**config.mk**
```make
export PLATFORM = sky130hd
export DESIGN_NAME = rr_sel_arbiter
export DESIGN_NICKNAME = d
export VERILOG_FILES = /design/src/rtl/rr_sel_arbiter_pkg.sv /design/src/rtl/rr_pick.sv /design/src/rtl/rr_sel_arbiter.sv
export SDC_FILE = /design/constraint.sdc
export NUM_CORES = 1
export LEC_CHECK = 0
export CAP_MARGIN = 20
export CORE_UTILIZATION = 59
export DETAILED_ROUTE_END_ITERATION = 7
export DONT_BUFFER_PORTS = 1
export GPL_TIMING_DRIVEN = 0
export PLACE_DENSITY = 0.75
export SYNTH_ARGS = -nofsm -noshare
export SYNTH_HDL_FRONTEND = slang
export SYNTH_HIERARCHICAL = 1
export SYNTH_SLANG_ARGS = --single-unit
```
**constraint.sdc**
```tcl
create_clock -name clk -period 3.7 [get_ports clk]
set_clock_uncertainty 0.15 [all_clocks]
set_input_delay 0.74 -clock clk [delete_from_list [all_inputs] [get_ports clk]]
set_output_delay 0.74 -clock clk [all_outputs]
set_load 0.03 [all_outputs]
```
**src/rtl/rr_sel_arbiter_pkg.sv**
```systemverilog
// Shared types and constants for the round-robin select arbiter.
// Imported by the picker and the arbiter top.
package rr_sel_arbiter_pkg;

  localparam int N_REQ = 8;
  localparam int IDX_W = 3;

  typedef enum logic [1:0] {
    IDLE,
    GRANT,
    GAP
  } state_t;

endpackage

```
**src/rtl/rr_pick.sv**
```systemverilog
// Combinational round-robin picker: returns the first asserted request
// at or above ptr, wrapping from the top index back to 0.
module rr_pick
  import rr_sel_arbiter_pkg::*;
(
  input  logic [N_REQ-1:0] req,
  input  logic [IDX_W-1:0] ptr,
  output logic             found,
  output logic [IDX_W-1:0] idx
);

  logic [IDX_W-1:0] cand;

  // Walk offsets from farthest to nearest so the nearest hit wins.
  always_comb begin
    found = 1'b0;
    idx   = ptr;
    cand  = ptr;
    for (int i = N_REQ - 1; i >= 0; i--) begin
      cand = ptr + IDX_W'(i);
      if (req[cand]) begin
        found = 1'b1;
        idx   = cand;
      end
    end
  end

endmodule

```
**src/rtl/rr_sel_arbiter.sv**
```systemverilog
// Round-robin arbiter with bounded hold time and a one-cycle gap
// between grants; all outputs are registered.
module rr_sel_arbiter
  import rr_sel_arbiter_pkg::*;
#(
  parameter int MAX_HOLD = 16
) (
  input  logic             clk,
  input  logic             rst_n,
  input  logic [N_REQ-1:0] req,
  output logic [N_REQ-1:0] gnt,
  output logic [IDX_W-1:0] sel,
  output logic             sel_en,
  output logic             busy
);

  localparam int HW = $clog2(MAX_HOLD);
  localparam logic [HW-1:0] HOLD_LAST = HW'(MAX_HOLD - 1);

  state_t           state;
  logic [IDX_W-1:0] ptr;
  logic [HW-1:0]    hold_cnt;
  logic             armed;
  logic             found;
  logic [IDX_W-1:0] idx;

  rr_pick u_pick (
    .req   (req),
    .ptr   (ptr),
    .found (found),
    .idx   (idx)
  );

  // armed blocks arbitration on the first edge after reset release.
  always_ff @(posedge clk or negedge rst_n) begin
    if (!rst_n) begin
      state    <= IDLE;
      gnt      <= '0;
      sel      <= '0;
      sel_en   <= 1'b0;
      busy     <= 1'b0;
      ptr      <= '0;
      hold_cnt <= '0;
      armed    <= 1'b0;
    end else begin
      armed <= 1'b1;
      unique case (state)
        IDLE, GAP: begin
          if (found && (armed || state == GAP)) begin
            state    <= GRANT;
            gnt      <= N_REQ'(1) << idx;
            sel      <= idx;
            sel_en   <= 1'b1;
            busy     <= 1'b1;
            hold_cnt <= '0;
          end else begin
            state <= IDLE;
            busy  <= 1'b0;
          end
        end
        GRANT: begin
          if (!req[sel] || hold_cnt == HOLD_LAST) begin
            state    <= GAP;
            gnt      <= '0;
            sel_en   <= 1'b0;
            ptr      <= sel + 1'b1;
            hold_cnt <= '0;
          end else begin
            hold_cnt <= hold_cnt + 1'b1;
          end
        end
        default: begin
          state  <= IDLE;
          gnt    <= '0;
          sel_en <= 1'b0;
          busy   <= 1'b0;
        end
      endcase
    end
  end

endmodule

```
-- Word level (Yosys, flattened, before mapping)
Index checks and enable logic that the tools add are counted.
- bits in writable memories: 0
- memories: 0
- bits in registers: 23
- ROM bits: 0
- input port bits: 10
- logic and storage cells: 91
- latch bits: 0
- $mul: 0
- mux-type cells: 48
- reductions and logical operators: 11
- shifts and indexed selects: 1
- divide/modulo/power cells: 0
- equal/unequal tests: 5
- $add $sub $neg: 9
- order comparisons: 9
- bitwise logic cells: 0
- operators with widths (cell ; number):
    $lt 3x4->1 const B ; 9
    $bmux 1 s3 ; 9
    $mux 3 ; 8
    $mux 1 ; 21
    $mux 8 ; 2
    $pmux 8 s2 ; 1
    $add 3x3->3 const B ; 4
    $mux 4 ; 2
    $pmux 4 s2 ; 1
    $reduce_and 2->1 ; 4
    $shl 1x3->8 const A ; 1
    $add 3x1->3 const B ; 2
    $add 3x2->3 const B ; 2
    $add 4x1->4 const B ; 1
    $eq 4x4->1 const B ; 1
    $ne 2x2->1 const B ; 2
    $pmux 1 s2 ; 2
    $pmux 2 s2 ; 1
    $eq 2x1->1 const B ; 1
    $eq 2x2->1 const B ; 1
    $logic_not 2->1 ; 1
    $logic_or 1x1->1 ; 2
    $mux 2 ; 1
    $reduce_bool 2->1 ; 1
    other kinds (3) ; 3

-- Logic depth before layout (Yosys ltp)
Gate-level depths: netlist of run 1.
- word-level depth: 14
- depth in mapped cells: 13

-- By module
The synthesis of run 1 kept the hierarchy.
- by module, submodules not included (module ; area an instance (sq um) ; cells an instance ; sequential area each (sq um) ; instances):
    rr_sel_arbiter ; 1049.8 ; 94 ; 575.6 ; 1
    rr_pick ; 790.8 ; 92 ; 0.0 ; 1

-- Worst setup path before layout of run 1
No wires, ideal clock.
- kind: reg2reg
- start: register ptr[1]
- end: register gnt[6]
- data arrival time: 2.913 ns
- cell stages (with the launch flop): 10
- setup time: 0.122 ns
- slack: 0.515 ns
- data required time: 3.428 ns
- cells stage by stage: dfrtp_1 > buf_2 > buf_2 > inv_2 > ha_1 > mux4_2 > mux2_4 > or4_1 > o31a_1 > a32o_1
- longest elaborated chain between the ends: 14
- elaborated cells between the ends (all ways): 45
- RTL lines (what ; RTL line ; text):
    start: declaration ; rr_sel_arbiter.sv:21 ; logic [IDX_W-1:0] ptr;
    start signal: assignment ; rr_sel_arbiter.sv:66 ; ptr <= sel + 1'b1;
    $add 3x3->3 ; rr_pick.sv:20 ; cand = ptr + IDX_W'(i);
    $bmux 1 s3 ; rr_pick.sv:21 ; if (req[cand]) begin
    $mux 1 (implied by the code) ; rr_pick.sv:21 ;
    $mux 3 (7 in series) ; rr_pick.sv:21 ;
    $mux 3 (*) ; rr_pick.sv:21 ;
    net idx[1] ; rr_sel_arbiter.sv:25 ; logic [IDX_W-1:0] idx;
    $shl 1x3->8 (*) ; rr_sel_arbiter.sv:51 ; gnt <= N_REQ'(1) << idx;
    $mux 8 (*) ; rr_sel_arbiter.sv:49 ; if (found && (armed || state == GAP)) begin
    $pmux 8 s2 (*) ; rr_sel_arbiter.sv:47 ; unique case (state)
    end signal: assignment ; rr_sel_arbiter.sv:51 ;
    end: declaration ; rr_sel_arbiter.sv:11 ; output logic [N_REQ-1:0] gnt,
Mark *: on every way through the listed nets, which the timed path passes. The rest lies on a longest branch. The select of a mux whose other input is x is not followed.
A chain may end at the register's enable or synchronous reset.

-- Worst setup path after layout of run 1
- start: register ptr[1]
- end: register sel[1]
- elaborated cells between the ends (all ways): 41
- RTL lines (what ; RTL line ; text):
    $add 3x3->3 ; rr_pick.sv:20 ;
    $bmux 1 s3 ; rr_pick.sv:21 ;
    $mux 1 (implied by the code) ; rr_pick.sv:21 ;
    $mux 3 (7 in series) ; rr_pick.sv:21 ;
    $mux 3 (*) ; rr_pick.sv:21 ;
    net idx[1] ; rr_sel_arbiter.sv:25 ;
    end signal: assignment ; rr_sel_arbiter.sv:52 ; sel <= idx;
    end: declaration ; rr_sel_arbiter.sv:12 ; output logic [IDX_W-1:0] sel,
Marked as above.

==> summary.md, run 1 <==
| Metric | Value |
|---|---|
| Outcome | finished, violations left |
| Failing checks | DRC |
| Share of layout cells above drive strength 1 | 18.8% |
| Fill cell count | roughly 220 |
| Cell family with most CP delay | buffers and inverters |
| Worst Hold End | ptr[2] |
| Worst r2r dst | sel[1] |
| Setup TNS | 0 ns |
| # diodes | 0 |
| Vias | about 1500 |
| Setup WS post-layout | between 0.1 and 0.15 ns |
| Via density | slightly below 7 |
| # setup viols final | 0 |
| Clock transition at path regs | 0.12 ns |
| Sequential share of the synthesized area | between 30% and 40% |
| Ys Warns | 6 |
| Final wirelength | around 4100 um |
| Congestion Overflow GR | 0 |
| WP data arrival | between 3 and 4 ns |
| Fin crit share | between 90% and 100% |
| Syn Inst Count | 186 |
| Seq cells post-synth | 23 |
| IO buf count | 0 |
| Hold Vio Cnt, Final | 0 |
| Most used flip-flop cell after synthesis | dfrtp_1 |
| Fmax | about 0.28 GHz |
| Antenna violations before repair | 0 |
| Final instance area | approximately 1900 um2 |
| Area growth syn-to-layout | 5.91% |
| Cells after DPL | around 220 |
| Worst path slowest cell | or4_1 |
| Post-synth cell types | 52 |
| CTS max path bufs | 2 |
| Pre-CTS WS | 0.0636 ns |
| Initial DRC Count | between 100 and 150 |
| HP Start | ptr[2] |
| Mapped Nets | 200 |
| Drt drc | 1 |
| Cell area after synthesis | about 1800 um2 |
| Max_cap viols | 0 |
| Crit Path Max Fanout | 10 |
| Fin nets | roughly 210 |
| Worst-margin pin slew | 0.880 ns |
| Core area | about 2900 um2 |
| Critical path type | register to register |
| Die height | just under 60 um |
| Hold Crit Class | register to register |
| Worst-path cell chain | buf_2 > clkbuf_4 > inv_2 > ha_2 > mux4_2 > mux2_4 > or4_1 > o31a_1 > inv_1 > o21ai_0 |
| R2r setup slk | ~0.14 ns |
| Slew HR | 41.0% |
| First-pass GRT wire length | ~6900 um |
| Die area | approximately 3300 um2 |
| Async set-or-reset flop fraction in the synthesized netlist | between 90% and 100% |
| Vias in the first global route | 1494 |
| Min Tclk post-route | 3.56 ns |
| Worst path bufs/invs | 4 |
| Mean Syn Cell Area | slightly below 10 um2 |
| Crit path launch type | register |
| Final Max Tran Viols | 0 |
| WP depth | 10 |
| DRT Pass-1 Iters | 6 |
| Final Non-Filler Cells | 223 |
| FF-to-FF path depth | 10 |
| Starting Density | 64.5% |
| Crit end category | register |
| DRT antenna net count | 0 |
| Worst r2r src | ptr[1] |
| Worst Path Required | 3.74 ns |
| Top Ports | 23 |
| Clock latency at the later pin of the worst-skew pair | about 0.31 ns |
| Placed cell areas | 1880 um2 |
| Total GRT Usage | 26.5% |
| Post-synth EDFFs | 0 |
| Routability Congestion | between 0.9 and 1 |
| Per-cell routed wire length | between 15 and 20 um |
| CTS tree | built |
| Die X | ~58 um |
| Commonest non-fill, non-tap cells in the layout | 23 x dfrtp_1, 16 x nand2_1, 15 x mux2i_1, 14 x nor2_1, 8 x inv_1 |
| Most common cell after layout, fill and taps aside | dfrtp_1 |
| Largest net degree at the start of global routing | 24 |
| Cts bufs inserted | 3 |
| CP peak stage delay | approximately 0.54 ns |
| H-tree depth | 1 |
| Sink Count | 23 |
| Row count | 19 |
| Hold Path Depth | 1 |
| Clock root buffer master | clkbuf_4 |
| Post-DP HPWL | a little over 3000 um |
==> worst reg2reg max path, stage by stage (launching register included) <==
cell,delay [ns]
dfrtp_1,0.39
buf_2,0.19
clkbuf_4,0.25
inv_2,0.12
ha_2,0.44
mux4_2,0.39
mux2_4,0.31
or4_1,0.54
o31a_1,0.37
inv_1,0.17
o21ai_0,0.13
==> registers in the layout (all words and copies together) (netlist names) <==
register,count
hold_cnt,4
armed,1
gnt,8
state,2
sel,3
busy,1
sel_en,1
ptr,3
==> area by class of cell <==
class	instances	area, um2	area share, %
multi-input cells	146	1200	61.8
well taps	31	38.8	1.99
clock inverters	1	5.00	0.257
clock buffers	3	22.5	1.16
inverters	10	37.5	1.93
repair buffers	2	25.0	1.28
plain buffers	7	40.0	2.05
flip-flops and latches	23	576	29.5
==> cell usage after synthesis, types with 3 or more instances <==
| master | instances | area [um2] |
|---|---|---|
| nand3_1 | 5 | 25.0 |
| clkbuf_1 | 3 | 11.3 |
| nand2b_1 | 5 | 31.3 |
| dfrtp_1 | 23 | 576 |
| nor4_1 | 3 | 18.8 |
| nand2_1 | 16 | 60.1 |
| ha_1 | 4 | 50.1 |
| nor2_1 | 14 | 52.6 |
| and3_1 | 3 | 18.8 |
| o21a_1 | 3 | 22.5 |
| a211oi_1 | 3 | 22.5 |
| buf_2 | 3 | 15.0 |
| a22o_1 | 6 | 52.6 |
| mux2i_1 | 15 | 150 |
| o21ai_0 | 4 | 20.0 |
| mux4_2 | 7 | 158 |
| mux2_2 | 6 | 67.6 |
| a21oi_1 | 4 | 20.0 |
| inv_1 | 8 | 30.0 |
| xnor2_1 | 4 | 35.0 |
| o2bb2ai_1 | 3 | 26.3 |
==> kinds of logic (layout without fill, tap and decap cells) <==
logic type               after synthesis  count (layout)  share of synthesized area, %
AND/OR/NAND/NOR                       59              59                          15.8
AO/OA/AOI/OAI                         45              45                          19.9
multiplexers                          32              32                          23.7
flip-flops                            23              23                          31.3
buffers and inverters                 17              23                          4.08
XOR/XNOR                               5               5                          2.38
adder cells (fa/ha/maj)                4               4                          2.72
other                                  1               1                         0.204
==> metrics by stage <==
stage               hold WS, ns  utilization, %
floorplan                 0.294               -
global placement          0.295            65.9
detailed placement        0.295            65.9
CTS                       0.363            67.2
global route              0.375            68.3
finish                    0.357            68.3
==> timing repair <==
action                     in CTS  in global routing
gates resized for setup         0                  4
hold endpoints to repair       23                  0
setup buffers                   0                  0
hold buffers                    1                  0
setup endpoints to repair       0                  9
==> worst max-delay path by stage <==
stage / start / end / slack [ns]
after detailed placement: ptr[1] / gnt[0] / 0.06
after floorplan: ptr[1] / gnt[6] / 0.52
after global placement: ptr[1] / gnt[0] / 0.12
final: ptr[1] / sel[1] / 0.14
after global routing: ptr[1] / sel[1] / -0.002
after CTS: ptr[1] / gnt[0] / 0.05
==> routing by layer <==
| metal | share of wire, % | vias up | global-route usage [%] |
|---|---|---|---|
| met3 | 3.6 | 14 | 2.46 |
| met4 | 2.5 | 0 | 12.2 |
| met2 | 52 | 48 | 43.7 |
| met5 | 0 | - | 0 |
| li1 | - | 718 | - |
| met1 | 42 | 745 | 35.7 |
Power of run 1 is left out: the tool's default activity adds up to more than one toggle a clock period on the data nets, which glitch-free logic cannot reach.
==> inputs of run 2 (changes only) <==
--- a/config.mk
+++ b/config.mk
@@ -6,11 +6,13 @@
 export NUM_CORES = 1
 export LEC_CHECK = 0
 export CAP_MARGIN = 20
-export CORE_UTILIZATION = 59
+export CELL_PAD_IN_SITES_DETAIL_PLACEMENT = 1
+export CELL_PAD_IN_SITES_GLOBAL_PLACEMENT = 1
+export CORE_UTILIZATION = 49
 export DETAILED_ROUTE_END_ITERATION = 7
 export DONT_BUFFER_PORTS = 1
 export GPL_TIMING_DRIVEN = 0
-export PLACE_DENSITY = 0.75
+export PLACE_DENSITY_LB_ADDON = 0.1
 export SYNTH_ARGS = -nofsm -noshare
 export SYNTH_HDL_FRONTEND = slang
 export SYNTH_HIERARCHICAL = 1
==> run 2 against run 1 <==
Critical path depth is the same. Sequential share of layout area shrank 0.32 points. Sequential cell count is the same. Non-clock buffer count shrank 1. Largest cell class unchanged. The run now ends clean. First-iteration DRC count shrank 23%. Setup slack gained 0.027 ns. Via count shrank 1.4%. Final area grew 1.1%. Cell count grew 6.3%. Clock-buffer cell count is the same. Global-route usage shrank 1.6 points. Critical endpoint is now gnt[0]. Register-to-register slack gained 0.03 ns.
==> summary.md, run 2 (same netlist as run 1, synthesis figures left out) <==
| Metric | Value |
|---|---|
| Hold Crit Class | register to register |
| # diodes | 0 |
| Die X | around 63 um |
| Top reg by flops | gnt |
| Fill cell count | ~410 |
| Most common cell after layout, fill and taps aside | dfrtp_1 |
| Max_cap viols | 0 |
| Min Tclk post-route | roughly 3.5 ns |
| Pre-CTS WS | -0.0461 ns |
| Crit end category | register |
| Initial DRC Count | 95 |
| Final wirelength | ~4600 um |
| Die area | around 4000 um2 |
| Vias in the first global route | between 1500 and 2000 |
| Register area | roughly 580 um2 |
| Worst Path Required | roughly 3.8 ns |
| Share of layout cells above drive strength 1 | about 18% |
| Drt drc | 0 |
| CTS max path bufs | 2 |
| Clock root buffer master | clkbuf_8 |
| Crit Path Max Fanout | 10 |
| Top Ports | 23 |
| Routability Congestion | ~0.86 |
| Antenna violations before repair | 0 |
| Cts bufs inserted | 3 |
| RSZ-0062 raised after global routing | false |
| Crit path launch type | register |
| Core area | around 3500 um2 |
| Cells after DPL | ~230 |
| Final Non-Filler Cells | approximately 240 |
| Via density | ~6.3 |
| Congestion Overflow GR | 0 |
| Area growth syn-to-layout | 7.07% |
| IO buf count | 0 |
| Fmax | ~0.28 GHz |
| Clock transition at path regs | around 0.080 ns |
| Slew HR | 45.2% |
| Row count | 21 |
| Outcome | completed |
| Fin nets | 206 |
| Worst-margin pin slew | 0.817 ns |
| CTS tree | built |
| DRT antenna net count | 0 |
| WP data arrival | 3.58 ns |
| Top flop regs | gnt: 8 flops, hold_cnt: 4 flops |
| Post-DP HPWL | approximately 3500 um |
| Per-cell routed wire length | between 15 and 20 um |
| Setup bufs post-CTS | 0 |
| Fin crit share | around 95% |
| Commonest non-fill, non-tap cells in the layout | 23 x dfrtp_1, 16 x nand2_1, 15 x mux2i_1, 14 x nor2_1, 8 x inv_1 |
| Hold Vio Cnt, Final | 0 |
| H-tree depth | 1 |
| DRT Pass-1 Iters | 4 |
| Clock latency at the later pin of the worst-skew pair | between 0.2 and 0.3 ns |
| Vias | between 1500 and 2000 |
| Setup WS post-layout | around 0.17 ns |
| Starting Density | between 50% and 60% |
| Critical path type | register to register |
| Largest net degree at the start of global routing | 24 |
| Total GRT Usage | roughly 25% |
| Area used by multi-input combinational logic | around 1200 um2 |
| Flip-flop count of the largest register after layout | 8 |
| First-pass GRT wire length | just under 8000 um |
| Sink Count | 23 |
| Die height | between 60 and 70 um |
| # setup viols final | 0 |
| Final Max Tran Viols | 0 |
[run 2: changes by cell type in the layout (fill, tap and decap cells not counted)]
cell,change
buf_8,-1
clkbuf_1,-1
clkbuf_4,-3
clkbuf_8,+3
dlygate4sd3_1,+1
xnor2_1,+1
xnor2_2,-1
[run 2: through the flow]
| stage | util [%] | TNS, ns | hold WS [ns] | cell area [um2] |
|---|---|---|---|---|
| floorplan | - | 0 | 0.294 | 1840 |
| global placement | 54.7 | 0 | 0.295 | 1900 |
| detailed placement | 54.7 | -0.0978 | 0.295 | 1900 |
| CTS | 56.2 | 0 | 0.00705 | 1950 |
| global route | 56.8 | 0 | 0.404 | 1970 |
| finish | 56.8 | 0 | 0.375 | 1970 |
[run 2: cell type report]
class,instances,share of cell area (%)
buffer,6,1.84
clock buffer,3,2.10
clock inverter,1,0.254
inverter,10,1.90
multi-input combinational,146,60.8
sequential,23,29.2
tap,46,2.92
timing repair buffer,2,1.02
[run 2: timing repair]
| action | 4_1_cts | 5_1_grt |
|---|---|---|
| hold buffers | 0 | 2 |
| hold endpoints to repair | 0 | 15 |
| endpoints found under the setup margin | 4 | 9 |
| gates resized for setup | 1 | 2 |
[run 2: layer usage]
| metal | vias to the layer above | share of wire [%] | track usage (%) |
|---|---|---|---|
| met5 | - | 0 | 0 |
| met4 | 0 | 2.7 | 11.6 |
| met3 | 12 | 2.7 | 2.54 |
| met2 | 24 | 52 | 42.5 |
| met1 | 758 | 43 | 31.5 |
| li1 | 709 | - | - |
[run 2: final timing paths]
path                       startpoint      to  slack, ns  depth (start not counted)
max in group asynchronous       rst_n  gnt[3]       2.17                          1
max                            ptr[1]  gnt[0]       0.17                         10
min in group asynchronous       rst_n  sel[0]       0.68                          1
min                            ptr[2]  ptr[2]       0.38                          1
max reg2reg                    ptr[1]  gnt[0]       0.17                         10
min reg2reg                    ptr[2]  ptr[2]       0.38                          1
[run 2: worst max-delay path: stages (launching register included)]
cell and delay, ns:
dfrtp_1 0.37, buf_2 0.18, clkbuf_4 0.25, inv_2 0.12
ha_2 0.43, mux4_2 0.41, mux2_4 0.31, or4_1 0.53
o31a_1 0.37, inv_1 0.17, a22o_1 0.18
Power of run 2 is left out for the same reason.
